**config.mk**
```make
export PLATFORM = sky130hd
export DESIGN_NAME = alu_seq_micro_flat
export DESIGN_NICKNAME = d
export VERILOG_FILES = /design/src/rtl/alu_seq_micro_if.sv /design/src/rtl/alu_seq_micro.sv /design/src/flat_wrapper.sv
export SDC_FILE = /design/constraint.sdc
export NUM_CORES = 1
export LEC_CHECK = 0
export ABC_AREA = 1
export CELL_PAD_IN_SITES_DETAIL_PLACEMENT = 0
export CELL_PAD_IN_SITES_GLOBAL_PLACEMENT = 1
export CORE_MARGIN = 2
export CORE_UTILIZATION = 30
export DETAILED_ROUTE_END_ITERATION = 10
export PLACE_DENSITY = 0.72
export SYNTH_ARGS = -nofsm -noshare
export SYNTH_HDL_FRONTEND = slang
export SYNTH_SLANG_ARGS = --single-unit
```
**constraint.sdc**
```tcl
create_clock -name clk -period 2.7 [get_ports clk]
set_clock_uncertainty 0.2 [all_clocks]
set_input_delay 0.405 -clock clk [delete_from_list [all_inputs] [get_ports clk]]
set_output_delay 0.405 -clock clk [all_outputs]
set_load 0.02 [all_outputs]
```
**src/rtl/alu_seq_micro_if.sv**
```systemverilog
// Request/response bundle between the register-file read ports, the sequential
// micro ALU and the write-back/flag register.
interface alu_seq_micro_if #(
  parameter int WIDTH = 8
);
  logic             in_valid;
  logic             in_ready;
  logic [WIDTH-1:0] Rx;
  logic [WIDTH-1:0] Ry;
  logic [3:0]       Sel_op;
  logic             out_valid;
  logic             out_ready;
  logic [WIDTH-1:0] R0;
  logic [3:0]       Ban;
  logic             err;

  // Producer of operations / consumer of results.
  modport master (
    output in_valid, Rx, Ry, Sel_op, out_ready,
    input  in_ready, out_valid, R0, Ban, err
  );

  // The ALU itself.
  modport slave (
    input  in_valid, Rx, Ry, Sel_op, out_ready,
    output in_ready, out_valid, R0, Ban, err
  );
endinterface

```
**src/rtl/alu_seq_micro.sv**
```systemverilog
// Sequential micro ALU: single-cycle logic/add/sub, bit-serial shifts and an
// iterative shift-add multiplier behind a valid/ready handshake.
module alu_seq_micro #(
  parameter int WIDTH = 8,
  parameter int SHW   = $clog2(WIDTH) + 1
) (
  input logic            clk,
  input logic            rst_n,
  alu_seq_micro_if.slave bus
);

  typedef enum logic [1:0] {
    S_IDLE,
    S_BUSY,
    S_DONE
  } state_t;

  typedef enum logic [3:0] {
    OP_ADD = 4'd0,
    OP_SUB = 4'd1,
    OP_SHL = 4'd2,
    OP_SHR = 4'd3,
    OP_NOT = 4'd4,
    OP_AND = 4'd5,
    OP_OR  = 4'd6,
    OP_XOR = 4'd7,
    OP_MUL = 4'd8
  } op_t;

  localparam logic [WIDTH-1:0] WIDTH_OPND = WIDTH'(WIDTH);
  localparam logic [SHW-1:0]   WIDTH_CNT  = SHW'(WIDTH);
  localparam logic [SHW-1:0]   LAST_STEP  = SHW'(1);

  state_t             state;
  logic [3:0]         op_q;
  logic [WIDTH-1:0]   sh_q;
  logic [WIDTH-1:0]   mul_b_q;
  logic [2*WIDTH-1:0] mcand_q;
  logic [2*WIDTH-1:0] acc_q;
  logic [SHW-1:0]     cnt_q;

  // Flag packing shared by every opcode: {V, N, C, Z}.
  function automatic logic [3:0] flags_of(input logic [WIDTH-1:0] r,
                                          input logic c, input logic v);
    return {v, r[WIDTH-1], c, ~|r};
  endfunction

  // ---------------------------------------------------------------------------
  // Operand decode and single-cycle results, taken straight from the inputs.
  // ---------------------------------------------------------------------------
  logic             accept;
  logic [SHW-1:0]   k_in;
  logic [WIDTH:0]   sum_w;
  logic [WIDTH:0]   diff_w;
  logic             is_shift;
  logic             is_multi;
  logic [WIDTH-1:0] imm_res;
  logic             imm_c;
  logic             imm_v;
  logic             imm_err;

  assign accept   = bus.in_valid & bus.in_ready;
  assign k_in     = (bus.Ry > WIDTH_OPND) ? WIDTH_CNT : bus.Ry[SHW-1:0];
  assign sum_w    = {1'b0, bus.Rx} + {1'b0, bus.Ry};
  assign diff_w   = {1'b0, bus.Rx} - {1'b0, bus.Ry};
  assign is_shift = (bus.Sel_op == OP_SHL) || (bus.Sel_op == OP_SHR);
  assign is_multi = (bus.Sel_op == OP_MUL) || (is_shift && (k_in != '0));

  // NOTE: every output of a combinational block gets a default first, so no
  // path through the case can leave a value unassigned and infer a latch.
  always_comb begin
    imm_res = '0;
    imm_c   = 1'b0;
    imm_v   = 1'b0;
    imm_err = 1'b0;
    case (bus.Sel_op)
      OP_ADD: begin
        imm_res = sum_w[WIDTH-1:0];
        imm_c   = sum_w[WIDTH];
        imm_v   = (bus.Rx[WIDTH-1] == bus.Ry[WIDTH-1]) &&
                  (sum_w[WIDTH-1] != bus.Rx[WIDTH-1]);
      end
      OP_SUB: begin
        imm_res = diff_w[WIDTH-1:0];
        imm_c   = diff_w[WIDTH];
        imm_v   = (bus.Rx[WIDTH-1] != bus.Ry[WIDTH-1]) &&
                  (diff_w[WIDTH-1] != bus.Rx[WIDTH-1]);
      end
      // Only reached with a zero shift count; non-zero counts go through BUSY.
      OP_SHL, OP_SHR: imm_res = bus.Rx;
      OP_NOT: imm_res = ~bus.Rx;
      OP_AND: imm_res = bus.Rx & bus.Ry;
      OP_OR:  imm_res = bus.Rx | bus.Ry;
      OP_XOR: imm_res = bus.Rx ^ bus.Ry;
      OP_MUL: imm_res = '0;
      default: imm_err = 1'b1;
    endcase
  end

  // ---------------------------------------------------------------------------
  // One iteration of the multi-cycle operations and its would-be final value.
  // ---------------------------------------------------------------------------
  logic [WIDTH-1:0]   sh_next;
  logic               sh_out_bit;
  logic [2*WIDTH-1:0] acc_next;
  logic [WIDTH-1:0]   fin_res;
  logic               fin_c;

  assign sh_next    = (op_q == OP_SHR) ? (sh_q >> 1) : (sh_q << 1);
  assign sh_out_bit = (op_q == OP_SHR) ? sh_q[0] : sh_q[WIDTH-1];
  assign acc_next   = acc_q + (mul_b_q[0] ? mcand_q : '0);

  always_comb begin
    fin_res = sh_next;
    fin_c   = sh_out_bit;
    if (op_q == OP_MUL) begin
      fin_res = acc_next[WIDTH-1:0];
      fin_c   = |acc_next[2*WIDTH-1:WIDTH];
    end
  end

  // ---------------------------------------------------------------------------
  // Control FSM with registered handshake and result outputs.
  // ---------------------------------------------------------------------------
  // NOTE: all state here is updated with non-blocking assignments so every
  // register samples values from before the edge, whatever the statement order.
  always_ff @(posedge clk) begin
    if (!rst_n) begin
      state         <= S_IDLE;
      bus.in_ready  <= 1'b1;
      bus.out_valid <= 1'b0;
      bus.R0        <= '0;
      bus.Ban       <= '0;
      bus.err       <= 1'b0;
      op_q          <= '0;
      sh_q          <= '0;
      mul_b_q       <= '0;
      mcand_q       <= '0;
      acc_q         <= '0;
      cnt_q         <= '0;
    end else begin
      case (state)
        S_IDLE: begin
          if (accept) begin
            bus.in_ready <= 1'b0;
            op_q         <= bus.Sel_op;
            if (is_multi) begin
              state   <= S_BUSY;
              sh_q    <= bus.Rx;
              mcand_q <= {{WIDTH{1'b0}}, bus.Rx};
              mul_b_q <= bus.Ry;
              acc_q   <= '0;
              cnt_q   <= (bus.Sel_op == OP_MUL) ? WIDTH_CNT : k_in;
            end else begin
              state         <= S_DONE;
              bus.out_valid <= 1'b1;
              bus.R0        <= imm_res;
              bus.Ban       <= flags_of(imm_res, imm_c, imm_v);
              bus.err       <= imm_err;
            end
          end
        end

        S_BUSY: begin
          sh_q    <= sh_next;
          mcand_q <= mcand_q << 1;
          mul_b_q <= mul_b_q >> 1;
          acc_q   <= acc_next;
          cnt_q   <= cnt_q - LAST_STEP;
          // Only the last step publishes; intermediate values never reach R0/Ban.
          if (cnt_q == LAST_STEP) begin
            state         <= S_DONE;
            bus.out_valid <= 1'b1;
            bus.R0        <= fin_res;
            bus.Ban       <= flags_of(fin_res, fin_c, 1'b0);
            bus.err       <= 1'b0;
          end
        end

        S_DONE: begin
          if (bus.out_ready) begin
            state         <= S_IDLE;
            bus.out_valid <= 1'b0;
            bus.in_ready  <= 1'b1;
          end
        end

        default: begin
          state         <= S_IDLE;
          bus.out_valid <= 1'b0;
          bus.in_ready  <= 1'b1;
        end
      endcase
    end
  end

endmodule

```
**src/flat_wrapper.sv**
```systemverilog
// flat-port wrapper written by rule: the top's interface ports become plain ports
module alu_seq_micro_flat 
#(
  parameter int WIDTH = 8,
  parameter int SHW   = $clog2(WIDTH) + 1
)
  (clk, rst_n, bus_in_valid, bus_Rx, bus_Ry, bus_Sel_op, bus_out_ready, bus_in_ready, bus_out_valid, bus_R0, bus_Ban, bus_err);
  alu_seq_micro_if #(.WIDTH(WIDTH)) bus_i ();
  input logic clk;
  input logic rst_n;
  input wire logic [$bits(bus_i.in_valid)-1:0] bus_in_valid;
  input wire logic [$bits(bus_i.Rx)-1:0] bus_Rx;
  input wire logic [$bits(bus_i.Ry)-1:0] bus_Ry;
  input wire logic [$bits(bus_i.Sel_op)-1:0] bus_Sel_op;
  input wire logic [$bits(bus_i.out_ready)-1:0] bus_out_ready;
  output wire logic [$bits(bus_i.in_ready)-1:0] bus_in_ready;
  output wire logic [$bits(bus_i.out_valid)-1:0] bus_out_valid;
  output wire logic [$bits(bus_i.R0)-1:0] bus_R0;
  output wire logic [$bits(bus_i.Ban)-1:0] bus_Ban;
  output wire logic [$bits(bus_i.err)-1:0] bus_err;
  assign bus_i.in_valid = bus_in_valid;
  assign bus_i.Rx = bus_Rx;
  assign bus_i.Ry = bus_Ry;
  assign bus_i.Sel_op = bus_Sel_op;
  assign bus_i.out_ready = bus_out_ready;
  assign bus_in_ready = bus_i.in_ready;
  assign bus_out_valid = bus_i.out_valid;
  assign bus_R0 = bus_i.R0;
  assign bus_Ban = bus_i.Ban;
  assign bus_err = bus_i.err;
  alu_seq_micro #(.WIDTH(WIDTH), .SHW(SHW)) u_core (.clk(clk), .rst_n(rst_n), .bus(bus_i));
endmodule
```
# == Yosys cells after proc, flatten, opt, wreduce, memory -nomap -nowiden ==
# Cells that the tools add are included.
# totals
input_bits,24
reg_bits,73
wordCells,118
out_inout_bits,15
# classes
add_sub_neg,4
n_reduce_logical,22
n_eq_ne,22
n_bitwise,6
magnitude_cmp,1
muxes,51
# ops
cell,n
16-bit two-way mux,5
8-bit two-way mux,9
16-bit case mux with 2 select lines,2
8-bit case mux with 7 select lines,1
8-bit case mux with 2 select lines,3
4-bit two-way mux,7
8-bit OR reduction,3
16-bit adder,1
"4-bit by 3-bit equality test with 1-bit output, second input constant",4
4-bit case mux with 2 select lines,2
"4-bit by 2-bit equality test with 1-bit output, second input constant",3
1-bit two-way mux,12
8-bit by 8-bit adder with 9-bit output,1
3-bit AND reduction,3
9-bit OR reduction,1
8-bit by 8-bit subtractor with 9-bit output,1
8-bit bitwise AND,1
"4-bit by 1-bit equality test with 1-bit output, second input constant",2
"4-bit equality test, second input constant",2
"8-bit by 4-bit > comparator with 1-bit output, second input constant",1
2-bit two-way mux,4
8-bit inverter,1
8-bit OR,1
4-bit AND reduction,2
other kinds (22),34

# == Longest topological paths before layout ==
# logic_depth
depth_word,8
depth_mapped,18
depth_no_buf,17

# == Worst setup path after synthesis ==
# No wires, ideal clock.
# synth_timing
path_type,register to register
start,register u_core.mul_b_q[0]
end,register u_core.acc_q[12]
n_path_buf,2
required_time_ns,2.430
arrival_ns,2.143
synth_period_minus_slack_ns,2.413
setup_ns,0.070
path_stages_with_launch,15
path_slack_ns,0.287
path_cell_list,dfxtp_1 -> clkbuf_1 -> clkbuf_1 -> nand2_1 -> inv_1 -> ha_1 -> nand2_1 -> inv_1 -> a21oi_1 -> nand2_1 -> nand2_1 -> nand2_1 -> xnor2_1 -> or2_2 -> a21oi_1
# synth_between
elab_chain_len,3
# synth_lines
item,line_no,text
from (decl),alu_seq_micro.sv:37,logic [WIDTH-1:0] mul_b_q;
from (signal assigned),alu_seq_micro.sv:151,mul_b_q <= bus.Ry;
from (signal assigned),alu_seq_micro.sv:167,mul_b_q <= mul_b_q >> 1;
16-bit two-way mux,alu_seq_micro.sv:111,assign acc_next = acc_q + (mul_b_q[0] ? mcand_q : '0);
16-bit adder,alu_seq_micro.sv:111,
16-bit case mux with 2 select lines,alu_seq_micro.sv:142,case (state)
to (signal assigned),alu_seq_micro.sv:168,acc_q <= acc_next;
to (decl),alu_seq_micro.sv:39,logic [2*WIDTH-1:0] acc_q;
# Every way passes these cells.
# A chain may end at the register's enable or synchronous reset.

# == Worst setup path after layout ==
# layout_timing
start,input port bus_Ry[0]
end,register u_core.bus.Ban[0]
# layout_between
elab_chain_len,7
elab_cells_between_ends,18
classes_between,add/sub: 2; order compare: 1; eq/ne: 1; mux: 5; bitwise: 3; reduce/logical: 6
# layout_lines
item,line_no,text
from (decl),flat_wrapper.sv:13,input wire logic [$bits(bus_i.Ry)-1:0] bus_Ry;
"8-bit by 8-bit subtractor with 9-bit output, or another cell as far along",alu_seq_micro.sv:65,"assign diff_w = {1'b0, bus.Rx} - {1'b0, bus.Ry};"
8-bit case mux with 7 select lines / 4-bit two-way mux (equally long branches),"alu_seq_micro.sv:76, alu_seq_micro.sv:63",
8-bit OR reduction / 4-bit nonzero test (equally long branches),"alu_seq_micro.sv:45, alu_seq_micro.sv:67",
1-bit zero test / 1-bit logical AND (equally long branches),"alu_seq_micro.sv:45, alu_seq_micro.sv:67",
4-bit two-way mux / 1-bit logical OR (equally long branches),"alu_seq_micro.sv:147, alu_seq_micro.sv:67",
4-bit two-way mux / 2-bit inequality test (equally long branches),-,
4-bit case mux with 2 select lines / 4-bit AND reduction (equally long branches),-,
to (signal assigned),alu_seq_micro.sv:158,"bus.Ban <= flags_of(imm_res, imm_c, imm_v);"
to (signal assigned),alu_seq_micro.sv:175,"bus.Ban <= flags_of(fin_res, fin_c, 1'b0);"
to (decl),alu_seq_micro_if.sv:26,"output in_ready, out_valid, R0, Ban, err"
# Parallel ways exist; a longest one is shown, timed or not. The select of a mux whose other input is x is not followed.

==> impl_metrics.tcl <==
set metrics [dict create \
    clock_sinks 72 \
    rsz0062_at_grt "true" \
    crit_start "bus_Ry[0]" \
    synth_area_um2 5690 \
    io_buffers 38 \
    wl_per_cell_um 14.5 \
    rrSetupSlack_ps 220 \
    power.density_nw_per_um2 653 \
    fill_cells 2042 \
    cts_tree "yes" \
    pre_cts_ws_ps -363 \
    fin_crit_sh_pct 96.1 \
    cts_hold_buf 0 \
    ys_warn_count 0 \
    slew_violations 0 \
    arrival_ps 2670 \
    reg2reg_depth 15 \
    die_area_um2 20100 \
    cts_buffers 9 \
    postSynth.asyncResetShare_pct 0 \
    status "complete, no violations" \
    crit_type "in2reg" \
    synth_top_area_share_pct 25.3 \
    grt_usage_pct 19.0 \
    synth_area_leaders "dfxtp_1 (25%), nand2_1 (18%), ha_1 (9.2%)" \
    whs_ps 256 \
    regToRegEndpoint "u_core.bus.Ban[1]" \
    cts.clk_slew.worst_paths_ps 60 \
    grt_antenna_before_repair 0 \
    yosysMostFrequentCell "nand2_1" \
    hp-class "reg2reg" \
    path_buf_inv 3 \
    yosysTopAreaCell "dfxtp_1" \
    gp_congestion 0.900 \
    hpwlAfterDp_um 14200 \
    synth.distinct_cells 41 \
    synth_edf_count 0 \
    whs_path_depth 2 \
    synth_nets 997 \
    grt_pass1_wl_um 30300 \
    synth-seq-cells 72 \
    placed_cell_area_um2 6960 \
    ys_seq_area_share_pct 25.3 \
    cp-end-kind "flip-flop" \
    post-route-min-period_ps 2590 \
    firstDrtPassIters 6 \
    wl_um 18600 \
    drtIter0Drc 336 \
    cts_root_buffer "clkbuf_16" \
    cts_buffer_depth 2 \
    drc 0 \
    cpLargestDelayFamily "simple AND/OR/NAND/NOR gates" \
    vias_per_cell 4.80 \
    antennaDiodeCount 0 \
    hold_viol 0 \
    crit_top_cell "nand2_1" \
    syn_area_per_cell_um2 6.13 \
    fin_area_um2 7350 \
    synthFlopType "dfxtp_1" \
    fmax_ghz 0.385 \
    clkLatencyLatePin_ps 340 \
    die_w_um 142 \
    nets 1114 \
    synth_cells 928 \
    initial_core_util_pct 30.5 \
    dieHeight_um 142 \
    maxSlewHeadroom_pct 57.6 \
    crit_path_start_kind "input pin" \
    final_core_util_pct 39.4 \
    core_um2 18600 \
    slowest_delay_ps 440 \
    drtAntennaViolNets 0 \
    vias 6156 \
    num_rows 50 \
    setup.worst_path.end "u_core.bus.Ban[0]" \
    grt_max_degree 53 \
    worstReg2RegStart "u_core.mul_b_q[0]" \
    grt-ovfl-total 0 \
    max_cap_viol_count 0 \
    cp_max_fo 2 \
    setup_viol 0 \
    required_ps 2780 \
    ios 39 \
    htree_levels 3 \
    crit_chain "clkdlybuf4s50_1 -> buf_4 -> ha_1 -> inv_1 -> fa_2 -> nand2_1 -> o21ai_0 -> nor3_2 -> nand2_1 -> nor2_1 -> nand3_1 -> a21oi_1" \
    cp_num_cells 12 \
    leakagePower_nw 3.56 \
    drive_gt1_share_pct 14.8 \
    ir_worst_vdd_uv 368 \
    fin_ws_ps 106 \
    synthTopCellsByCount "nand2_1 (275), inv_1 (118), nor2_1 (87)" \
    worstMarginPinSlew_ps 635 \
    grt_pass1_vias 5954 \
    critPathSlowestCell "fa_2" \
    area_growth_pct 29.3 \
]
==> sequential cells by signal, indices dropped and copies added (netlist names) <==
register	flops
u_core.mcand_q	16
u_core.mul_b_q	8
u_core.acc_q	16
u_core.state	2
u_core.bus.Ban	4
u_core.bus.out_valid	1
u_core.op_q	4
u_core.bus.R0	7
u_core.sh_q	8
u_core.bus.err	1
u_core.cnt_q	4
u_core.bus.in_ready	1
==> placed cells by master, fill, tap and decap left out, drive strengths merged, types with 2 or more instances in the layout <==
master and count:
a211oi 4, a21boi 2, a21oi 71, a31oi 18, a32oi 4, buf 101, clkbuf 9, clkdlybuf4s50 37
clkinv 6, dfxtp 72, fa 3, ha 42, inv 124, nand2 278, nand3 66, nand3b 4
nand4 16, nor2 91, nor3 7, o211ai 3, o21ai 62, o221ai 3, o22ai 6, or2 6
xnor2 3, xor2 4
==> per-stage QoR <==
step	instances	setup TNS (ps)	power, mW
after floorplan	928	0	2.81
after global placement	1268	-1270	3.62
after detailed placement	1268	-1460	3.61
after CTS	1283	0	4.83
after global routing	1283	-18.4	5.15
final	1283	0	4.80
==> where the power goes <==
part	internal [mW]	total [mW]	switching (mW)
Sequential	1.30	1.49	0.185
Combinational	0.809	2.13	1.32
Clock	0.706	1.18	0.477
==> worst reg2reg max path: stages, from the launching register on <==
cell	delay (ps)
dfxtp_4	370
buf_4	130
nand2_1	50
inv_1	50
ha_1	360
nand2_1	100
nand2_1	90
a21oi_1	180
buf_4	140
nand4_1	100
nand2_1	100
nand3_1	90
nor2_1	110
nand3_1	140
nand2_1	120
a21oi_1	60
==> cell type report <==
type,count,area (um2),share of cell area [%]
well taps,234,293,3.98
inverters,126,473,6.43
flip-flops and latches,72,1450,19.6
clock inverters,6,61.3,0.834
repair buffers,139,1170,15.9
multi-input cells,697,3690,50.2
clock buffers,9,225,3.06
==> worst min-delay path by stage <==
stage | start | to
final | u_core.mul_b_q[3] | u_core.mul_b_q[3]
after CTS | u_core.mul_b_q[3] | u_core.mul_b_q[3]
after global placement | u_core.mul_b_q[3] | u_core.mul_b_q[3]
after detailed placement | u_core.mul_b_q[3] | u_core.mul_b_q[3]
after floorplan | u_core.mul_b_q[3] | u_core.mul_b_q[3]
after global routing | u_core.mul_b_q[3] | u_core.mul_b_q[3]
==> repair_timing <==
item,CTS,global route
resized for setup,0,23
setup endpoints to repair,0,7
buffers inserted,0,0
==> kinds of logic after synthesis <==
| group | count (synthesis) | synth area share (%) |
|---|---|---|
| AND/OR/NAND/NOR | 469 | 34.6 |
| AO/OA/AOI/OAI | 176 | 17.1 |
| adder cells (fa/ha/maj) | 45 | 10.3 |
| flip-flops | 72 | 25.3 |
| buffers and inverters | 159 | 11.5 |
| XOR/XNOR | 7 | 1.08 |
==> layer usage <==
| layer | vias to the layer above | global-route usage, % | routed length, um |
|---|---|---|---|
| met5 | - | 0 | 0 |
| met4 | 0 | 5.32 | 259 |
| met1 | 2787 | 25.1 | 8940 |
| met3 | 15 | 3.64 | 724 |
| met2 | 115 | 31.8 | 8700 |
| li1 | 3239 | - | - |
(Power assumes the default switching activity.)
